**src/rtl/fp_divider.sv**
```systemverilog
// IEEE-754 divider: reciprocal by Newton-Raphson on an external adder and
// combinational multiplier, then quotient = N * (1/D) with exponent repair.
module fp_divider #(
  parameter int unsigned PRECISION = 32,
  parameter int unsigned NR_ITER   = 3
) (
  input  logic                 clk,
  input  logic                 rst_n,
  input  logic [PRECISION-1:0] a_i,
  input  logic [PRECISION-1:0] b_i,
  input  logic                 load_i,
  input  logic                 enable_i,
  output logic [PRECISION-1:0] result_o,
  output logic                 valid_o,
  input  logic                 add_valid_i,
  input  logic [PRECISION-1:0] add_out_i,
  input  logic [PRECISION-1:0] mul_result_i,
  output logic [PRECISION-1:0] add_a_o,
  output logic [PRECISION-1:0] add_b_o,
  output logic                 add_op_o,
  output logic                 add_load_o,
  output logic [PRECISION-1:0] mul_a_o,
  output logic [PRECISION-1:0] mul_b_o
);

  localparam int unsigned EXP_W  = (PRECISION == 64) ? 11 : 8;
  localparam int unsigned FRAC_W = PRECISION - EXP_W - 1;
  localparam int unsigned BIAS   = (1 << (EXP_W - 1)) - 1;
  localparam int unsigned SE_W   = EXP_W + 2;
  localparam int unsigned IT_W   = (NR_ITER > 1) ? $clog2(NR_ITER) : 1;

  localparam logic [PRECISION-1:0] C_48_17 = (PRECISION == 64) ?
    PRECISION'(64'h4006969696969697) : PRECISION'(64'h4034B4B5);
  localparam logic [PRECISION-1:0] C_32_17 = (PRECISION == 64) ?
    PRECISION'(64'h3FFE1E1E1E1E1E1E) : PRECISION'(64'h3FF0F0F1);
  localparam logic [PRECISION-1:0] C_TWO = (PRECISION == 64) ?
    PRECISION'(64'h4000000000000000) : PRECISION'(64'h40000000);

  typedef enum logic [3:0] {
    S_IDLE, S_CLASSIFY, S_SEED_MUL, S_SEED_SUB, S_IT_MUL1,
    S_IT_SUB, S_IT_MUL2, S_Q_MUL, S_PACK, S_DONE
  } state_t;

  state_t state_q, state_d;

  logic [PRECISION-1:0] a_q, b_q, t_q, t_d, x_q, x_d;
  logic [PRECISION-1:0] result_q, result_d, add_a_q, add_a_d, add_b_q, add_b_d;
  logic [PRECISION-1:0] mul_a_q, mul_a_d, mul_b_q, mul_b_d;
  logic                 valid_q, valid_d, add_op_q, add_op_d, add_load_q, add_load_d;
  logic                 add_valid_prev_q;
  logic [IT_W-1:0]      iter_q, iter_d;

  logic start, add_done, last_iter;
  assign start     = load_i & enable_i;
  // Completion is a fresh AddValid rise seen strictly after the strobe cycle.
  assign add_done  = add_valid_i & ~add_valid_prev_q & ~add_load_q;
  assign last_iter = (iter_q == IT_W'(NR_ITER - 1));

  logic              a_sign, b_sign, t_sign;
  logic [EXP_W-1:0]  a_exp, b_exp, t_exp;
  logic [FRAC_W-1:0] a_frac, b_frac, t_frac;
  assign {a_sign, a_exp, a_frac} = a_q;
  assign {b_sign, b_exp, b_frac} = b_q;
  assign {t_sign, t_exp, t_frac} = t_q;

  // Subnormals count as zero; NaN/inf decoded from all-ones exponent.
  logic a_zero, b_zero, a_inf, b_inf, a_nan, b_nan, special, res_sign;
  assign a_zero   = (a_exp == '0);
  assign b_zero   = (b_exp == '0);
  assign a_inf    = (&a_exp) & (a_frac == '0);
  assign b_inf    = (&b_exp) & (b_frac == '0);
  assign a_nan    = (&a_exp) & (a_frac != '0);
  assign b_nan    = (&b_exp) & (b_frac != '0);
  assign special  = a_zero | b_zero | a_inf | b_inf | a_nan | b_nan;
  assign res_sign = a_sign ^ b_sign;

  logic [PRECISION-1:0] inf_val, zero_val, qnan_val, special_val, packed_val, d_op, n_op;
  assign inf_val  = {res_sign, {EXP_W{1'b1}}, {FRAC_W{1'b0}}};
  assign zero_val = {res_sign, {(PRECISION-1){1'b0}}};
  assign qnan_val = {1'b0, {EXP_W{1'b1}}, 1'b1, {(FRAC_W-1){1'b0}}};
  assign d_op     = {1'b0, EXP_W'(BIAS - 1), b_frac};
  assign n_op     = {1'b0, EXP_W'(BIAS - 1), a_frac};

  always_comb begin
    special_val = zero_val;
    if (a_nan | b_nan | (a_zero & b_zero) | (a_inf & b_inf)) special_val = qnan_val;
    else if (b_zero)                                          special_val = inf_val;
    else if (a_zero)                                          special_val = zero_val;
    else if (a_inf)                                           special_val = inf_val;
  end

  // Biased exponent of the quotient, two's complement in SE_W bits.
  logic [SE_W-1:0] q_exp;
  logic            q_ovf, q_unf;
  assign q_exp = SE_W'({2'b00, t_exp}) + SE_W'({2'b00, a_exp}) - SE_W'({2'b00, b_exp});
  assign q_unf = q_exp[SE_W-1] | (q_exp == '0);
  assign q_ovf = ~q_exp[SE_W-1] & (q_exp >= SE_W'({EXP_W{1'b1}}));
  assign packed_val = q_ovf ? inf_val : q_unf ? zero_val : {res_sign, q_exp[EXP_W-1:0], t_frac};

  always_ff @(posedge clk or negedge rst_n) begin
    if (!rst_n) state_q <= S_IDLE;
    else        state_q <= state_d;
  end

  always_comb begin
    state_d = state_q;
    if (start) state_d = S_CLASSIFY;
    else begin
      case (state_q)
        S_IDLE:     state_d = S_IDLE;
        S_CLASSIFY: state_d = special ? S_DONE : S_SEED_MUL;
        S_SEED_MUL: state_d = S_SEED_SUB;
        S_SEED_SUB: if (add_done) state_d = S_IT_MUL1;
        S_IT_MUL1:  state_d = S_IT_SUB;
        S_IT_SUB:   if (add_done) state_d = S_IT_MUL2;
        S_IT_MUL2:  state_d = last_iter ? S_Q_MUL : S_IT_MUL1;
        S_Q_MUL:    state_d = S_PACK;
        S_PACK:     state_d = S_DONE;
        S_DONE:     state_d = S_IDLE;
        default:    state_d = S_IDLE;
      endcase
    end
  end

  // Captures results of the current state, then presents operands for the next.
  always_comb begin
    t_d        = t_q;
    x_d        = x_q;
    iter_d     = iter_q;
    mul_a_d    = '0;
    mul_b_d    = '0;
    add_a_d    = '0;
    add_b_d    = '0;
    add_op_d   = 1'b0;
    add_load_d = 1'b0;
    result_d   = result_q;
    valid_d    = valid_q & ~start;
    case (state_q)
      S_SEED_MUL, S_IT_MUL1, S_Q_MUL: t_d = mul_result_i;
      S_IT_MUL2:  x_d = mul_result_i;
      S_SEED_SUB: if (add_done) x_d = add_out_i;
      S_IT_SUB:   if (add_done) t_d = add_out_i;
      default:    t_d = t_q;
    endcase
    if (state_q == S_SEED_MUL) iter_d = '0;
    else if (state_q == S_IT_MUL2 && !last_iter) iter_d = iter_q + IT_W'(1);
    case (state_d)
      S_SEED_MUL: begin mul_a_d = C_32_17; mul_b_d = d_op; end
      S_SEED_SUB: begin
        add_a_d = C_48_17; add_b_d = t_d; add_op_d = 1'b1;
        add_load_d = (state_q != S_SEED_SUB);
      end
      S_IT_MUL1:  begin mul_a_d = d_op; mul_b_d = x_d; end
      S_IT_SUB:   begin
        add_a_d = C_TWO; add_b_d = t_d; add_op_d = 1'b1;
        add_load_d = (state_q != S_IT_SUB);
      end
      S_IT_MUL2:  begin mul_a_d = x_d; mul_b_d = t_d; end
      S_Q_MUL:    begin mul_a_d = n_op; mul_b_d = x_d; end
      S_DONE:     begin
        valid_d  = 1'b1;
        result_d = (state_q == S_CLASSIFY) ? special_val : packed_val;
      end
      default:    mul_a_d = '0;
    endcase
  end

  always_ff @(posedge clk or negedge rst_n) begin
    if (!rst_n) begin
      a_q <= '0; b_q <= '0; t_q <= '0; x_q <= '0; iter_q <= '0;
      result_q <= '0; valid_q <= 1'b0;
      add_a_q <= '0; add_b_q <= '0; add_op_q <= 1'b0; add_load_q <= 1'b0;
      mul_a_q <= '0; mul_b_q <= '0; add_valid_prev_q <= 1'b0;
    end else begin
      if (start) begin
        a_q <= a_i;
        b_q <= b_i;
      end
      t_q <= t_d; x_q <= x_d; iter_q <= iter_d;
      result_q <= result_d; valid_q <= valid_d;
      add_a_q <= add_a_d; add_b_q <= add_b_d; add_op_q <= add_op_d; add_load_q <= add_load_d;
      mul_a_q <= mul_a_d; mul_b_q <= mul_b_d; add_valid_prev_q <= add_valid_i;
    end
  end

  assign result_o   = result_q;
  assign valid_o    = valid_q;
  assign add_a_o    = add_a_q;
  assign add_b_o    = add_b_q;
  assign add_op_o   = add_op_q;
  assign add_load_o = add_load_q;
  assign mul_a_o    = mul_a_q;
  assign mul_b_o    = mul_b_q;

endmodule

```
**config.mk**
```make
export PLATFORM = sky130hd
export DESIGN_NAME = fp_divider
export DESIGN_NICKNAME = d
export VERILOG_FILES = /design/src/rtl/fp_divider.sv
export SDC_FILE = /design/constraint.sdc
export NUM_CORES = 1
export LEC_CHECK = 0
export BUFFER_PORTS_ARGS = -buffer_cell sky130_fd_sc_hd__buf_2
export CORE_MARGIN = 2
export CORE_UTILIZATION = 58
export CTS_CLUSTER_DIAMETER = 120
export DETAILED_ROUTE_END_ITERATION = 7
export PLACE_DENSITY = 0.84
export RECOVER_POWER = 25
export SYNTH_ARGS = -nofsm -noshare
export SYNTH_HDL_FRONTEND = slang
export SYNTH_SLANG_ARGS = --single-unit
```
**constraint.sdc**
```tcl
create_clock -name clk -period 4.4 [get_ports clk]
set_input_delay 0.22 -clock clk [delete_from_list [all_inputs] [get_ports clk]]
set_output_delay 0.22 -clock clk [all_outputs]
set_load 0.02 [all_outputs]
```
==> impl_metrics.py <==
metrics = {
    "timing": {
        "tightest_slew_ns": 2.81,
        "fmax_ghz": 0.275,
        "fin_hold_ws_ns": 0.0194,
        "drv_slew": 111,
        "hold_viol": 0,
        "slew_headroom_pct": -87.3,
        "setup_viol": 0,
        "final.setup.tns_ns": 0,
        "final.setup_skew_ns": 0.0193,
        "worst_slack_ns": 0.767,
        "grt_setup_unrepaired": "false",
        "min_period_over_period_pct": 82.6,
        "fin_crit_ns": 3.63,
    },
    "yosys": {
        "syn_inst": 1162,
        "synth.top_cells.by_count": "nand2_1 (275), dfrtp_1 (267), and2_1 (64)",
        "ys_ff_latch": 267,
        "syn_area_per_cell_um2": 10.2,
        "synth_flop_cell": "dfrtp_1",
        "ys_seq_area_share_pct": 56.1,
        "yosysMostFrequentCell": "nand2_1",
        "synth_edf_count": 0,
        "syn_area_um2": 11900,
        "async_flop_share_pct": 100,
        "ys_types": 65,
        "synth_warnings": 0,
        "synth_top_area_cell": "dfrtp_1",
        "synth_area_leaders": "dfrtp_1 (56%), nand2_1 (8.7%), a221o_1 (3.9%), and2_1 (3.4%), a21o_1 (3.2%)",
        "synth_top_area_share_pct": 56.1,
    },
    "clocking": {
        "numCtsBuffers": 28,
        "clock_latency_ns": 0.54,
        "cts_root_buf": "clkbuf_16",
        "clock-sinks": 267,
        "cts_buffer_depth": 3,
        "htree_levels": 1,
        "cts_tree": "built",
        "clk_pin_slew_ns": 0.06,
        "ctsResizeCount": 0,
        "postCtsSetupBuffers": 0,
    },
    "run_status": {
        "status": "complete, but fails checks",
        "violations": "capacitance limit, slew limit",
    },
    "power_and_ir_drop": {
        "powerDensity_nw_per_um2": 724,
        "p_clk_share_pct": 23.1,
        "p_int_mw": 6.43,
        "pwr-share-seq_pct": 33.0,
        "p_leak_nw": 7.93,
        "ir_worst_vdd_uv": 488,
        "p_comb_share_pct": 43.8,
        "p_switching_mw": 4.55,
        "switching_share_pct": 41.4,
    },
    "global_route": {
        "grt_pass1_vias": 10304,
        "grt_antenna_before_repair": 0,
        "grt_max_degree": 112,
        "grt_pass1_wl_mm": 57.6,
        "grt_usage_pct": 34.1,
        "gr-total-overflow": 0,
    },
    "route": {
        "first_iter_violations": 1152,
        "via_per_inst": 5.98,
        "remaining_drc_errors": 0,
        "wl_per_cell_um": 20.8,
        "ant_nets": 0,
        "vias": 10637,
        "dr.pass1.iters": 6,
        "wirelength_mm": 37.0,
    },
    "critical_path": {
        "critPathLaunchType": "register",
        "ff2ff_setup_slack_ns": 0.77,
        "critPathKind": "register to register",
        "cp_data_arrival_time_ns": 4.00,
        "required_ns": 4.77,
        "cp_max_fo": 22,
        "end_kind": "register",
    },
    "min_path": {
        "min_path_type": "input port to register",
    },
    "floorplanning": {
        "die_area_um2": 21700,
        "die_h_um": 147,
        "ios": 296,
        "die_w_um": 147,
        "core_area_um2": 20200,
        "std_cell_rows": 52,
        "initial_core_util_pct": 59.0,
    },
    "layout": {
        "stdcell_area_um2": 15200,
        "drive_above_1_share_pct": 23.7,
        "layout.nets": 1635,
        "area_growth_pct": 27.3,
    },
    "job": {
        "cap_violations": 1,
    },
    "place": {
        "globalplace.congestion": 0.939,
        "pre_cts_slack_ns": 0.822,
        "dp_hpwl_mm": 24.9,
        "port-buffer-count": 276,
        "placed_area_um2": 13400,
    },
}
[repair_timing]
action | 4_1_cts | 5_1_grt
hold buffers | 80 | 0
hold endpoints to repair | 183 | 0
setup endpoints to repair | 0 | 0
[layout by cell type, fill, tap and decap left out, types with 4 or more instances in the layout]
cell,synthesis,layout
and2_1,64,62
nand2_1,275,274
o211ai_1,4,4
dlygate4sd3_1,0,80
nor4_1,12,12
a211oi_1,6,6
a22oi_1,28,28
bufinv_16,0,4
clkbuf_16,0,29
a221o_1,46,46
nor3_1,10,10
nand3_1,7,7
conb_1,1,19
inv_1,34,34
buf_2,13,273
or4_1,6,6
ha_1,10,10
o22a_1,8,8
and3_1,5,5
dfrtp_1,267,267
clkbuf_1,46,8
clkbuf_8,0,8
nand4_1,8,8
nor2_1,19,17
o21ai_1,20,20
a21o_1,51,51
fa_1,8,8
buf_4,33,17
o21ai_0,54,54
a22o_1,37,37
a21oi_1,31,31
[critical path, stage by stage, from the launching register on]
cell and delay (ns):
dfrtp_1 0.36, inv_1 0.08, fa_1 0.53, inv_1 0.05, ha_1 0.27, a211oi_1 0.46
o211ai_1 0.20, a21oi_1 0.56, a21oi_1 0.12, nand3_1 0.59, o21ai_0 0.23
[worst paths after layout]
kind	startpoint	to	cells after the start
worst min-delay path	mul_result_i[26]	t_q[26]	2
worst min register to register	result_o[3]	result_o[3]	2
min in group asynchronous	rst_n	result_o[26]	2
worst max register to register	a_q[25]	result_o[0]	10
max in group asynchronous	rst_n	add_b_o[9]	2
worst max-delay path	a_q[25]	result_o[0]	10
[kinds of logic after synthesis]
kind of cell | count (synthesis) | synth area share [%]
AND/OR/NAND/NOR | 428 | 16.7
AO/OA/AOI/OAI | 303 | 18.6
flip-flops | 267 | 56.1
buffers and inverters | 137 | 5.58
adder cells (fa/ha/maj) | 18 | 2.40
XOR/XNOR | 5 | 0.368
multiplexers | 3 | 0.252
other | 1 | 0.0315
[metal layers]
| layer | vias to the layer above | track usage, % | wire [um] |
|---|---|---|---|
| li1 | 4656 | - | - |
| met3 | 110 | 6.21 | 3990 |
| met4 | 0 | 11.2 | 1420 |
| met5 | - | 0 | 0 |
| met2 | 667 | 52.4 | 17000 |
| met1 | 5204 | 49.7 | 14600 |
[state kept, by name (all words and copies together), names as in the netlist]
| signal | flops |
|---|---|
| add_valid_prev_q | 1 |
| x_q | 32 |
| result_o | 32 |
| state_q | 4 |
| iter_q | 2 |
| add_a_o | 2 |
| add_load_o | 1 |
| a_q | 32 |
| mul_a_o | 32 |
| valid_o | 1 |
| t_q | 32 |
| b_q | 32 |
| mul_b_o | 32 |
| add_b_o | 32 |
[cell type report]
type                    instances  area (um^2)
flip-flops and latches        267         6680
fillers                      1354         5010
multi-input cells             776         4660
repair buffers                374         2330
clock buffers                  43          858
well taps                     270          338
clock inverters                 9          151
inverters                      37          139
diodes                          2         5.00
[per-stage QoR]
| stage | total power, mW | utilization [%] | std cells |
|---|---|---|---|
| CTS | 10.9 | 75.2 | 1776 |
| detailed placement | 8.23 | 66.2 | 1644 |
| global placement | 8.14 | 66.2 | 1644 |
| global route | 11.5 | 75.1 | 1776 |
| floorplan | 6.72 | - | 1180 |
| finish | 11.0 | 75.2 | 1778 |
[power groups by stage]
stage	Clock (mW)	Sequential, mW	Combinational, mW
CTS	2.56	3.61	4.70
global route	2.67	3.70	5.15
floorplan	0	4.04	2.68
global placement	0	3.62	4.52
finish	2.54	3.63	4.81
detailed placement	0	3.64	4.59
Note: power is estimated with default switching activity, not from simulation.
